File: src/rtl/irq_ctrl.sv
// ---------------------------------------------------------------------------
// irq_ctrl
//   Interrupt controller between NSRC asynchronous interrupt lines and the
//   fetch unit. Each line is synchronized and rising-edge detected. An edge
//   latches a pending bit. A three-state FSM (IDLE/REQ/SERVICE) presents the
//   lowest-index enabled pending source to fetch, and waits for fetch to
//   accept it. The request is withdrawn if fetch does not accept it within
//   ACK_TIMEOUT cycles.
//
// Ports
//   clk       clock, rising edge
//   rst       asynchronous, active-high reset
//   irq_in    raw interrupt lines (asynchronous, rising-edge significant)
//   mask_we   enable-mask write strobe
//   mask_in   new enable mask (1 = source enabled)
//   int_ack   one-cycle pulse from fetch: interrupt accepted
//   int_done  level from fetch: return-from-interrupt reached fetch
//   ipu_int   registered interrupt request to fetch
//   irq_id    index of the source being requested / serviced
//   pending   latched pending bits
//   busy      high while in REQ or SERVICE
// ---------------------------------------------------------------------------
module irq_ctrl #(
    parameter int NSRC        = 4,
    parameter int ACK_TIMEOUT = 15
) (
    input  logic                    clk,
    input  logic                    rst,
    input  logic [NSRC-1:0]         irq_in,
    input  logic                    mask_we,
    input  logic [NSRC-1:0]         mask_in,
    input  logic                    int_ack,
    input  logic                    int_done,
    output logic                    ipu_int,
    output logic [$clog2(NSRC)-1:0] irq_id,
    output logic [NSRC-1:0]         pending,
    output logic                    busy
);

    localparam int ID_W  = $clog2(NSRC);
    localparam int CNT_W = $clog2(ACK_TIMEOUT + 1);
    localparam logic [CNT_W-1:0] TO_LAST = CNT_W'(ACK_TIMEOUT - 1);

    typedef enum logic [1:0] {
        IDLE    = 2'd0,
        REQ     = 2'd1,
        SERVICE = 2'd2
    } state_t;

    state_t            state;
    state_t            state_nx;
    logic [ID_W-1:0]   id_nx;
    logic [CNT_W-1:0]  cnt;
    logic [CNT_W-1:0]  cnt_nx;

    logic [NSRC-1:0]   sync_p0;
    logic [NSRC-1:0]   sync_p1;
    logic [NSRC-1:0]   sync_p2;
    logic              vld_p0;
    logic              vld_p1;
    logic [NSRC-1:0]   armed;
    logic [NSRC-1:0]   mask;

    logic [NSRC-1:0]   edge_det;
    logic [NSRC-1:0]   req_vec;
    logic [NSRC-1:0]   ack_clr;

    // Lowest set index of a request vector; zero when the vector is empty.
    function automatic logic [ID_W-1:0] lowest_idx(input logic [NSRC-1:0] v);
        logic [ID_W-1:0] r;
        r = '0;
        for (int i = NSRC - 1; i >= 0; i--) begin
            if (v[i]) r = ID_W'(i);
        end
        return r;
    endfunction

    // ---- stage p0/p1: two-flop synchronizer; p2: edge-detect history ----
    // vld_p1 marks that sync_p1 holds a real sample rather than the reset
    // value. A line is only armed once a genuine low has been seen, so a line
    // already high across reset does not fire until it drops and rises again.
    always_ff @(posedge clk or posedge rst) begin
        if (rst) begin
            sync_p0 <= '0;
            sync_p1 <= '0;
            sync_p2 <= '0;
            vld_p0  <= 1'b0;
            vld_p1  <= 1'b0;
            armed   <= '0;
        end else begin
            sync_p0 <= irq_in;
            sync_p1 <= sync_p0;
            sync_p2 <= sync_p1;
            vld_p0  <= 1'b1;
            vld_p1  <= vld_p0;
            armed   <= armed | (~sync_p1 & {NSRC{vld_p1}});
        end
    end

    assign edge_det = sync_p1 & ~sync_p2 & armed;
    assign req_vec  = pending & mask;

    always_comb begin
        for (int i = 0; i < NSRC; i++) begin
            ack_clr[i] = (state == REQ) && int_ack && (irq_id == ID_W'(i));
        end
    end

    // ---- pending latch and enable mask ----
    // A new edge on the acknowledged source wins over the clear.
    always_ff @(posedge clk or posedge rst) begin
        if (rst) begin
            pending <= '0;
            mask    <= '1;
        end else begin
            pending <= (pending & ~ack_clr) | edge_det;
            if (mask_we) mask <= mask_in;
        end
    end

    // ---- FSM next state ----
    always_comb begin
        state_nx = state;
        id_nx    = irq_id;
        cnt_nx   = cnt;
        unique case (state)
            IDLE: begin
                cnt_nx = '0;
                if (|req_vec) begin
                    id_nx    = lowest_idx(req_vec);
                    state_nx = REQ;
                end
            end
            REQ: begin
                if (int_ack) begin
                    state_nx = SERVICE;
                    cnt_nx   = '0;
                end else if (cnt == TO_LAST) begin
                    // Withdraw; the pending bit stays and is re-arbitrated.
                    state_nx = IDLE;
                    cnt_nx   = '0;
                end else begin
                    cnt_nx = cnt + CNT_W'(1);
                end
            end
            SERVICE: begin
                if (int_done) state_nx = IDLE;
            end
            default: begin
                state_nx = IDLE;
                cnt_nx   = '0;
            end
        endcase
    end

    // ---- FSM state and registered outputs ----
    always_ff @(posedge clk or posedge rst) begin
        if (rst) begin
            state   <= IDLE;
            irq_id  <= '0;
            cnt     <= '0;
            ipu_int <= 1'b0;
            busy    <= 1'b0;
        end else begin
            state   <= state_nx;
            irq_id  <= id_nx;
            cnt     <= cnt_nx;
            ipu_int <= (state_nx == REQ);
            busy    <= (state_nx != IDLE);
        end
    end

endmodule

File: config.mk
export PLATFORM = sky130hd
export DESIGN_NAME = irq_ctrl
export DESIGN_NICKNAME = d
export VERILOG_FILES = /design/src/rtl/irq_ctrl.sv
export SDC_FILE = /design/constraint.sdc
export NUM_CORES = 1
export LEC_CHECK = 0
export ABC_AREA = 1
export BUFFER_PORTS_ARGS = -buffer_cell sky130_fd_sc_hd__buf_2
export CAP_MARGIN = 10
export CORE_MARGIN = 3
export CORE_UTILIZATION = 49
export DETAILED_ROUTE_END_ITERATION = 6
export PLACE_DENSITY = 0.78
export SKIP_LAST_GASP = 1
export SLEW_MARGIN = 25
export SYNTH_ARGS = -nofsm -noshare
export SYNTH_HDL_FRONTEND = slang
export SYNTH_SLANG_ARGS = --single-unit
File: constraint.sdc
create_clock -name clk -period 1 [get_ports clk]
set_input_delay 0.15 -clock clk [delete_from_list [all_inputs] [get_ports clk]]
set_output_delay 0.15 -clock clk [all_outputs]
set_load 0.1 [all_outputs]
==> After elaboration in Yosys (flattened, before gate mapping) <==
Cells that the tools add are included.
{ "classes": {"n_bitwise": 10, "n_div": 0, "muxes": 12, "multipliers": 0, "n_reduce_logical": 10, "shifts": 0, "n_eq_ne": 7, "n_lt_le_gt_ge": 0, "n_addsub": 1} }
{ "ops": {"columns": ["cell", "n"], "rows": [
  ["4-bit AND", 5],
  ["2-bit 2-to-1 mux", 8],
  ["4-bit inverter", 3],
  ["4-bit 2-to-1 mux", 2],
  ["4-bit OR", 2],
  ["4-bit case mux with 2 select lines", 1],
  ["2-bit by 1-bit == test with 1-bit output, second input constant", 3],
  ["2-bit == test, second input constant", 3],
  ["2-bit case mux with 3 select lines", 1],
  ["1-bit logical AND", 5],
  ["4-bit by 1-bit adder with 4-bit output, second input constant", 1],
  ["4-bit == test, second input constant", 1],
  ["2-bit zero test", 2],
  ["4-bit OR reduction", 1],
  ["2-bit AND reduction", 1],
  ["2-bit nonzero test", 1]
]} }
{ "totals": {"n_memories": 0, "register_bits": 36, "ramBits": 0, "mem_bits_ro": 0, "latch_bits": 0, "input_bits": 13} }

==> Longest topological paths before layout <==
Gate-level depths: netlist of the first run.
{ "depth": {"word_depth": 6, "ltp_mapped": 7, "depth_no_buf": 7} }

==> Worst setup path after synthesis of the first run <==
Ideal clock, no wire load.
{ "synth_timing": {"path_kind": "register to register", "from": "register pending[0]", "to": "register busy", "stages_incl_launch_ff": 7, "period_less_slack_ns": 1.484, "arrival_ns": 1.415, "setup_slack_ns": -0.484, "setup_time_ns": 0.070, "cell_sequence": "dfrtp_1 nand2_1 nand2_1 nand2_1 nand2_1 inv_1 nand3_1"} }
{ "synth_via": {"elab_chain_len": 5} }
{ "synth_rtl": {"columns": ["item", "line_no", "source"], "rows": [
  ["start, declared", "36", "output logic [NSRC-1:0] pending,"],
  ["start signal, assigned", "116", "pending <= (pending & ~ack_clr) | edge_det;"],
  ["4-bit AND", "101", "assign req_vec = pending & mask;"],
  ["4-bit OR reduction", "129", "if (|req_vec) begin"],
  ["2-bit 2-to-1 mux", "129", null],
  ["2-bit case mux with 3 select lines", "126", "unique case (state)"],
  ["2-bit nonzero test", "169", "busy <= (state_nx != IDLE);"],
  ["end signal, assigned", "169", null],
  ["end, declared", "37", "output logic busy"]
]} }
Every way passes these cells.
A chain may end at the register's enable or synchronous reset.

==> Worst setup path in the final report of the first run <==
{ "layout_timing": {"from": "register pending[1]", "to": "output pending[1]"} }
No word-level cell between the ends.

==> flow_metrics.tcl, run 1 <==
set metrics [dict create \
    fmax_ghz 0.7925 \
    hold_path_class "in -> reg" \
    dp_hpwl_microns 1756 \
    cts_tree "yes" \
    root_buffer "clkbuf_4" \
    synth_warnings 0 \
    dr.pass1.iters 4 \
    avgRoutedWirePerCell_microns 14.36 \
    clock_latency_ns 0.33 \
    grt.overflow.total 0 \
    synth.area.mux_share 0.03352 \
    antenna_found_initial 0 \
    path_cells "buf_6, buf_12" \
    cp_slowest_cell "dfrtp_4" \
    core_sq_um 2545 \
    p_leak_nw 1.034 \
    wl_microns 3087 \
    first_global_vias 1046 \
    hold_viol 0 \
    critPathRequiredTime_ns 0.85 \
    ys_ff_latch 36 \
    clk_pin_slew_ns 0.11 \
    syn_avg_cell_area_sq_um 10.34 \
    initial_core_util 0.5280 \
    synth_top_area_frac 0.5959 \
    setup_slack_ns -0.2619 \
    crit_path_start_kind "register" \
    cts.sinks 36 \
    num_vias 1085 \
    rsz0062_at_grt "yes" \
    synth_nets 145 \
    maxSlewViolCount 0 \
    end_kind "primary output" \
    ys_seq_area_frac 0.6741 \
    synth-compound-area-share 0.04004 \
    ir_drop_v 0.003355 \
    io_pins 21 \
    crit_arrival_ns 1.11 \
    outcome "finished with violations" \
    maxCapViolCount 0 \
    grt_max_degree 37 \
    syn_area_sq_um 1344 \
    skew_ns 0.01612 \
    yosysTopAreaCell "dfrtp_1" \
    synthAdderAreaFrac 0.01862 \
    failed_checks "setup timing" \
    total_power_mw 6.698 \
    num_rows 18 \
    n_antenna_cell 0 \
    post_dp_cell_area_sq_um 1738 \
    fin_crit_sh 1.262 \
    areaGrowthSynthToFinish_pct 55.96 \
    fp.dieW_microns 58.37 \
    drive_above_1_share 0.5189 \
    fin_crit_ns 1.262 \
    synth_top_family_by_area "simple AND/OR/NAND/NOR gates" \
    synth_xor_area_frac 0.006518 \
    critPathMaxStageDelay_ns 0.50 \
    drt_iter0_markers 37 \
    syn_inst 130 \
    io_buffers 20 \
    drtAntennaViolNets 0 \
    via_per_inst 5.047 \
    stdcell_area_sq_um 2096 \
    htreeDepth 2 \
    synth.distinct_cells 15 \
    nets 199 \
    final_common_cell "nand2_1" \
    powerDensity_nw_per_um2 3196 \
    die_y_microns 58.37 \
    place_congestion 0.8219 \
    grt_first_pass_wirelength_microns 4602 \
    finalSetupViolCount 21 \
    critPathKind "reg -> out" \
    worst-path-max-fanout 2 \
    dieArea_sq_um 3407 \
    clock_path_buffers 2 \
    groute.usage.overall 0.1847 \
    yosys.area_share.simple 0.1741 \
    cts_buffers 5 \
    drcViolationCount 0 \
    final_cell_mix "nand2_1 (27), dfrtp_1 (25), inv_1 (12), buf_2 (12), buf_4 (11)" \
    synth_area_leaders "dfrtp_1 (60%), nand2_1 (11%), dfstp_2 (7.8%), inv_1 (5.0%), mux2_2 (3.4%)" \
]
-- per-layer routing --
layer	vias up	wire [microns]	GRT usage
met5	-	0	0
li1	511	-	-
met1	525	1204	0.2118
met2	40	1641	0.3094
met4	0	71	0.08609
met3	9	170	0.06360
-- registers in the layout, summed over array words and instances (netlist names), 2 cells and up --
register / flops
pending: 4
mask: 4
state: 2
sync_p2: 4
irq_id: 2
armed: 4
sync_p1: 4
sync_p0: 4
cnt: 4
-- cells in the mapped netlist, drive strengths merged --
| cell | n |
|---|---|
| mux2 | 4 |
| nand4 | 2 |
| conb | 1 |
| nand3 | 7 |
| ha | 2 |
| nand2 | 38 |
| xor2 | 1 |
| dfrtp | 32 |
| dfstp | 4 |
| nor2 | 11 |
| a21oi | 1 |
| inv | 18 |
| o21ai | 9 |
-- per-stage QoR --
stage | hold WS, ns | TNS [ns] | util | setup WS [ns] | cells
after global routing | 0.02383 | -3.961 | 0.8235 | -0.3100 | 215
after CTS | 0.03644 | -2.225 | 0.7925 | -0.2766 | 211
final | 0.04443 | -2.995 | 0.8235 | -0.2619 | 215
after detailed placement | 0.2059 | -0.6295 | 0.6829 | -0.1326 | 190
after global placement | 0.2009 | -0.1564 | 0.6829 | -0.04720 | 190
after floorplan | 0.1814 | -1.301 | - | -0.1570 | 130
-- path summary, 6_finish.rpt --
check | from | end | slack (ns) | cells past startpoint
worst max register to register | pending[2] | irq_id[0] | -0.17 | 7
min in group asynchronous | rst | state[1] | 0.38 | 4
worst max-delay path | pending[1] | pending[1] | -0.26 | 2
worst min-delay path | mask_in[0] | mask[0] | 0.04 | 2
worst min register to register | sync_p0[2] | sync_p1[2] | 0.35 | 0
max in group asynchronous | rst | mask[1] | 0.37 | 4
-- timing repair --
| action | CTS | global route |
|---|---|---|
| setup buffers | 7 | 5 |
| hold endpoints to repair | 37 | 0 |
| hold buffers | 6 | 0 |
| pin swaps | 12 | 11 |
| resized for setup | 27 | 15 |
| endpoints found under the setup margin | 20 | 21 |
-- worst max-delay path: cells and delay by family (launching register included) --
kind,cells,cell delay (ns)
DFF,1,0.50
buffers and inverters,2,0.28
-- cell type report --
cell class / instances / area, sq um
well taps: 30 / 37.54
clock buffers: 6 / 41.29
inverters: 18 / 72.57
flip-flops and latches: 36 / 929.6
multi-input cells: 76 / 495.5
fillers: 137 / 449.2
clock inverters: 2 / 35.03
repair buffers: 47 / 484.2
-- cells by family after synthesis --
group	after synthesis
xor+xnor	1
fa+ha+maj	2
compound gates	10
other cells	1
flops	36
simple gates	58
buf+inv	18
mux	4
-- power by group --
group / internal (mW) / switching [mW] / total (mW)
combinational: 1.48 / 2.17 / 3.65
clock: 0.524 / 0.460 / 0.984
sequential: 1.80 / 0.258 / 2.06
total: 3.81 / 2.89 / 6.70
No activity file was read; power rests on OpenSTA's default activity.
==> inputs of run 2 (changes only) <==
--- a/config.mk
+++ b/config.mk
@@ -9,9 +9,11 @@
 export BUFFER_PORTS_ARGS = -buffer_cell sky130_fd_sc_hd__buf_2
 export CAP_MARGIN = 10
 export CORE_MARGIN = 3
-export CORE_UTILIZATION = 49
+export CORE_UTILIZATION = 54
+export CTS_CLUSTER_DIAMETER = 30
 export DETAILED_ROUTE_END_ITERATION = 6
-export PLACE_DENSITY = 0.78
+export GPL_TIMING_DRIVEN = 0
+export PLACE_DENSITY = 0.82
 export SKIP_LAST_GASP = 1
 export SLEW_MARGIN = 25
 export SYNTH_ARGS = -nofsm -noshare
==> constraint.sdc (replaced) <==
create_clock -name clk -period 1.2 [get_ports clk]
set_input_delay 0.18 -clock clk [delete_from_list [all_inputs] [get_ports clk]]
set_output_delay 0.18 -clock clk [all_outputs]
set_load 0.1 [all_outputs]
==> flow_metrics.tcl, run 2 (synthesis gave the netlist of run 1 again) <==
set metrics [dict create \
    io_buffers 20 \
    areaGrowthSynthToFinish_pct 25.05 \
    p_leak_nw 0.8693 \
    path_cells "buf_8" \
    grt_max_degree 37 \
    avgRoutedWirePerCell_microns 11.55 \
    drt_iter0_markers 18 \
    skew_ns 0.009070 \
    final_common_cell "nand2_1" \
    outcome "complete, no violations" \
    num_vias 935 \
    cp_num_buf_inv 1 \
    worst-path-max-fanout 4 \
    root_buffer "clkbuf_4" \
    first_global_vias 934 \
    fin_hold_ws_ns 0.02244 \
    grt.overflow.total 0 \
    drcViolationCount 0 \
    dpl_worst_slack_ns -0.02854 \
    critPathMaxStageDelay_ns 0.45 \
    place_congestion 0.7921 \
    setup_slack_ns 0.04685 \
    critPathKind "reg -> out" \
    hold_viol 0 \
    critPathRequiredTime_ns 1.02 \
    placedCellCount 178 \
    grt_first_pass_wirelength_microns 3884 \
    post_dp_cell_area_sq_um 1486 \
    wl_microns 2229 \
    fin_crit_ns 1.153 \
    cts_tree "yes" \
    dr.pass1.iters 4 \
    finalSetupViolCount 0 \
    antenna_found_initial 0 \
    core_sq_um 2276 \
    final_cell_mix "nand2_1 (37), dfrtp_1 (26), inv_1 (15)" \
    maxCapViolCount 0 \
    n_antenna_cell 0 \
    drive_above_1_share 0.3212 \
    maxSlewViolCount 0 \
    clk_pin_slew_ns 0.10 \
    fmax_ghz 0.8672 \
    worst_pin_slew_ns 0.7113 \
    htreeDepth 2 \
    num_rows 17 \
    dp_hpwl_microns 1681 \
    dieArea_sq_um 3123 \
    end_kind "primary output" \
    via_per_inst 4.845 \
    ir_drop_v 0.002097 \
    hold_path_class "in -> reg" \
    crit_path_start_kind "register" \
    io_pins 21 \
    drtAntennaViolNets 0 \
    nets 179 \
    clock_latency_ns 0.33 \
    powerDensity_nw_per_um2 2511 \
    crit_arrival_ns 0.97 \
    relSlewSlack 0.5251 \
    fp.dieW_microns 55.89 \
    fin_crit_sh 0.9610 \
    cts_buffers 5 \
    cts.sinks 36 \
    path_delay_family "flip-flops" \
    layoutNonFillerInstCount 193 \
    die_y_microns 55.89 \
    stdcell_area_sq_um 1680 \
    clock_path_buffers 2 \
    groute.usage.overall 0.1647 \
    cp_slowest_cell "dfrtp_2" \
    initial_core_util 0.5904 \
]
run 2: changes by cell type in the layout (fill, tap and decap cells not counted), sizes merged:
| cell | previous run | this run |
|---|---|---|
| dlygate4sd3 | 6 | 5 |
| buf | 41 | 22 |
| bufinv | 1 | 0 |
| clkinv | 1 | 2 |
run 2: worst paths after layout:
check,slack (ns),end,cells after the start,from
setup / recovery,0.05,irq_id[1],1,irq_id[1]
hold / removal,0.02,state[1],2,int_done
setup reg to reg,0.07,cnt[0],5,cnt[0]
hold reg to reg,0.35,vld_p1,0,vld_p0
max in group asynchronous,0.20,pending[2],3,rst
min in group asynchronous,0.51,cnt[2],3,rst
run 2: layer usage:
metal  track usage  up-vias  routed length [microns]
met5             0        -                        0
met4       0.09831        0                       51
met3       0.05800        7                      139
met2        0.2720       28                     1130
met1        0.1824      428                      908
li1              -      472                        -
run 2: power breakdown:
group	switching, mW	internal [mW]
Sequential	0.190	1.46
Combinational	1.41	0.517
Clock	0.364	0.278
Total	1.96	2.26
run 2: cell type report:
class | instances | area [sq um]
Multi-Input combinational cell | 76 | 387.9
Tap cell | 28 | 35.03
Clock buffer | 6 | 51.30
Fill cell | 166 | 595.6
Clock inverter | 2 | 10.01
Timing Repair Buffer | 27 | 215.2
Sequential cell | 36 | 913.4
Inverter | 18 | 67.56
run 2: timing repair:
action,in CTS,in global routing
resized for setup,11,13
buffers inserted,1,1
setup endpoints to repair,12,14
hold endpoints to repair,36,0
cloned,0,0
pin swaps,0,1
hold buffers,5,0
run 2: through the flow:
stage | TNS, ns | power, mW | util
2_1_floorplan | -0.009044 | 2.993 | -
3_3_place_gp | -6.221 | 3.243 | 0.6531
3_5_place_dp | -0.06016 | 3.323 | 0.6531
4_1_cts | -0.05260 | 4.116 | 0.7191
5_1_grt | -0.01909 | 4.459 | 0.7383
6_report | 0 | 4.220 | 0.7383
run 2: worst reg2reg max path, delay by kind of cell, from the launching register on:
family                     cells  cell delay (ns)
buffers and inverters          1             0.08
adders and majority gates      1             0.17
DFF                            1             0.40
AOI/OAI and AO/OA              1             0.10
and+or+nand+nor                2             0.26
==> inputs of run 3 (changes only) <==
--- a/config.mk
+++ b/config.mk
@@ -8,12 +8,13 @@
 export ABC_AREA = 1
 export BUFFER_PORTS_ARGS = -buffer_cell sky130_fd_sc_hd__buf_2
 export CAP_MARGIN = 10
+export CORE_ASPECT_RATIO = 1.75
 export CORE_MARGIN = 3
 export CORE_UTILIZATION = 54
 export CTS_CLUSTER_DIAMETER = 30
 export DETAILED_ROUTE_END_ITERATION = 6
 export GPL_TIMING_DRIVEN = 0
-export PLACE_DENSITY = 0.82
+export PLACE_DENSITY = 0.8
 export SKIP_LAST_GASP = 1
 export SLEW_MARGIN = 25
 export SYNTH_ARGS = -nofsm -noshare
==> flow_metrics.tcl, run 3 (synthesis gave the netlist of run 1 again) <==
set metrics [dict create \
    seqCellArea_sq_um 913.4 \
    hold_path_class "in -> async" \
    maxSlewViolCount 0 \
    io_buffers 20 \
    first_global_vias 1037 \
    path_delay_family "flip-flops" \
    dieArea_sq_um 3147 \
    powerDensity_nw_per_um2 2670 \
    wl_met3_microns 133 \
    groute.usage.overall 0.1793 \
    drtAntennaViolNets 0 \
    end_kind "primary output" \
    clock_latency_ns 0.29 \
    total_power_mw 4.477 \
    clock_path_buffers 2 \
    num_vias 960 \
    via_per_inst 5.106 \
    fillers 179 \
    cp_slowest_cell "dfrtp_2" \
    core_sq_um 2331 \
    worst_pin_slew_ns 0.6916 \
    maxCapViolCount 0 \
    n_antenna_cell 0 \
    drcViolationCount 0 \
    final_common_cell "nand2_1" \
    fp.dieW_microns 43.71 \
    highest_layer "met4" \
    grt_max_degree 37 \
    htreeDepth 2 \
    die_y_microns 71.99 \
    areaGrowthSynthToFinish_pct 24.77 \
    grt.overflow.total 0 \
    rrSetupSlack_ns 0.06 \
    utilization 0.7193 \
    worst-path-max-fanout 4 \
    final_cell_mix "nand2_1 (37), dfrtp_1 (26), inv_1 (16)" \
    r2r_cells 5 \
    dp_hpwl_microns 1774 \
    r2r-start "cnt[0]" \
    avgRoutedWirePerCell_microns 12.74 \
    fmax_ghz 0.8698 \
    place_congestion 0.8269 \
    path_cells "buf_4" \
    setup_slack_ns 0.05028 \
    critPathRequiredTime_ns 1.02 \
    outcome "complete, no violations" \
    wl_microns 2395 \
    met2_length_microns 1352 \
    cts.sinks 36 \
    num_rows 23 \
    critPathMaxStageDelay_ns 0.39 \
    cts_tree "yes" \
    io_pins 21 \
    dpl_worst_slack_ns -0.006986 \
    fin_crit_sh 0.9581 \
    critPathKind "reg -> out" \
    grt_first_pass_wirelength_microns 4008 \
    r2r_end "cnt[2]" \
    cp_num_buf_inv 1 \
    nets 177 \
    relSlewSlack 0.5383 \
    finalSetupViolCount 0 \
    crit_path_start_kind "register" \
    hold_viol 0 \
    p_leak_nw 0.8716 \
    crit_arrival_ns 0.97 \
    drive_above_1_share 0.3067 \
    multi_input_area_sq_um 385.4 \
    initial_core_util 0.5765 \
    root_buffer "clkbuf_8" \
    skew_ns 0.006391 \
    fin_crit_ns 1.150 \
    antenna_found_initial 0 \
    rsz0062_at_grt "no" \
    wl_met1_microns 797 \
    dr.pass1.iters 4 \
    cts_buffers 5 \
    drt_iter0_markers 10 \
    clk_pin_slew_ns 0.07 \
    ir_drop_v 0.001481 \
]
==> run 3: where the power goes <==
group	total, mW	internal (mW)	switching, mW
combinational	1.82	0.421	1.40
clock	1.02	0.616	0.407
sequential	1.63	1.46	0.167
==> run 3: worst max-delay path by stage <==
| stage | start | endpoint | slack, ns | cells after the start |
|---|---|---|---|---|
| 2_1_floorplan | pending[0] | busy | -0.009 | 6 |
| 6_report | irq_id[1] | irq_id[1] | 0.05 | 1 |
| 3_5_place_dp | cnt[0] | cnt[3] | -0.007 | 7 |
| 4_1_cts | irq_id[0] | irq_id[0] | 0.03 | 1 |
| 5_1_grt | cnt[0] | cnt[2] | 0.01 | 5 |
| 3_3_place_gp | rst | irq_id[0] | -0.26 | 2 |
==> run 3: routing by layer <==
metal | vias up | track usage
met2 | 27 | 0.3198
met3 | 11 | 0.06948
met5 | - | 0
met4 | 0 | 0.1141
met1 | 457 | 0.1574
li1 | 465 | -
==> run 3: final cells by class <==
| class | count | share of cell area |
|---|---|---|
| clock buffer | 6 | 0.04328 |
| clock inverter | 2 | 0.02090 |
| inverter | 18 | 0.04030 |
| multi-input combinational | 76 | 0.2299 |
| sequential | 36 | 0.5448 |
| tap | 25 | 0.01866 |
| timing repair buffer | 25 | 0.1022 |
==> run 3: what timing repair did <==
item | CTS | global route
buffers inserted | 1 | 0
resized for setup | 8 | 7
hold endpoints to repair | 4 | 0
hold buffers | 4 | 0
setup endpoints to repair | 10 | 8
==> run 3: stage by stage <==
step	instances	TNS, ns	area (sq um)	hold slack, ns
floorplan	130	-0.009044	1351	0.2114
global placement	175	-5.802	1483	0.2872
detailed placement	175	-0.007030	1483	0.2893
CTS	188	0	1658	0.02332
global route	188	0	1677	0.05675
finish	188	0	1677	0.0004219
==> run 3: worst register-to-register path, delay by kind of cell (launching register included) <==
family | cells | cell delay [ns]
buffers and inverters | 1 | 0.15
flip-flops | 1 | 0.40
adder cells (fa/ha/maj) | 1 | 0.20
AND/OR/NAND/NOR | 2 | 0.14
XOR/XNOR | 1 | 0.14
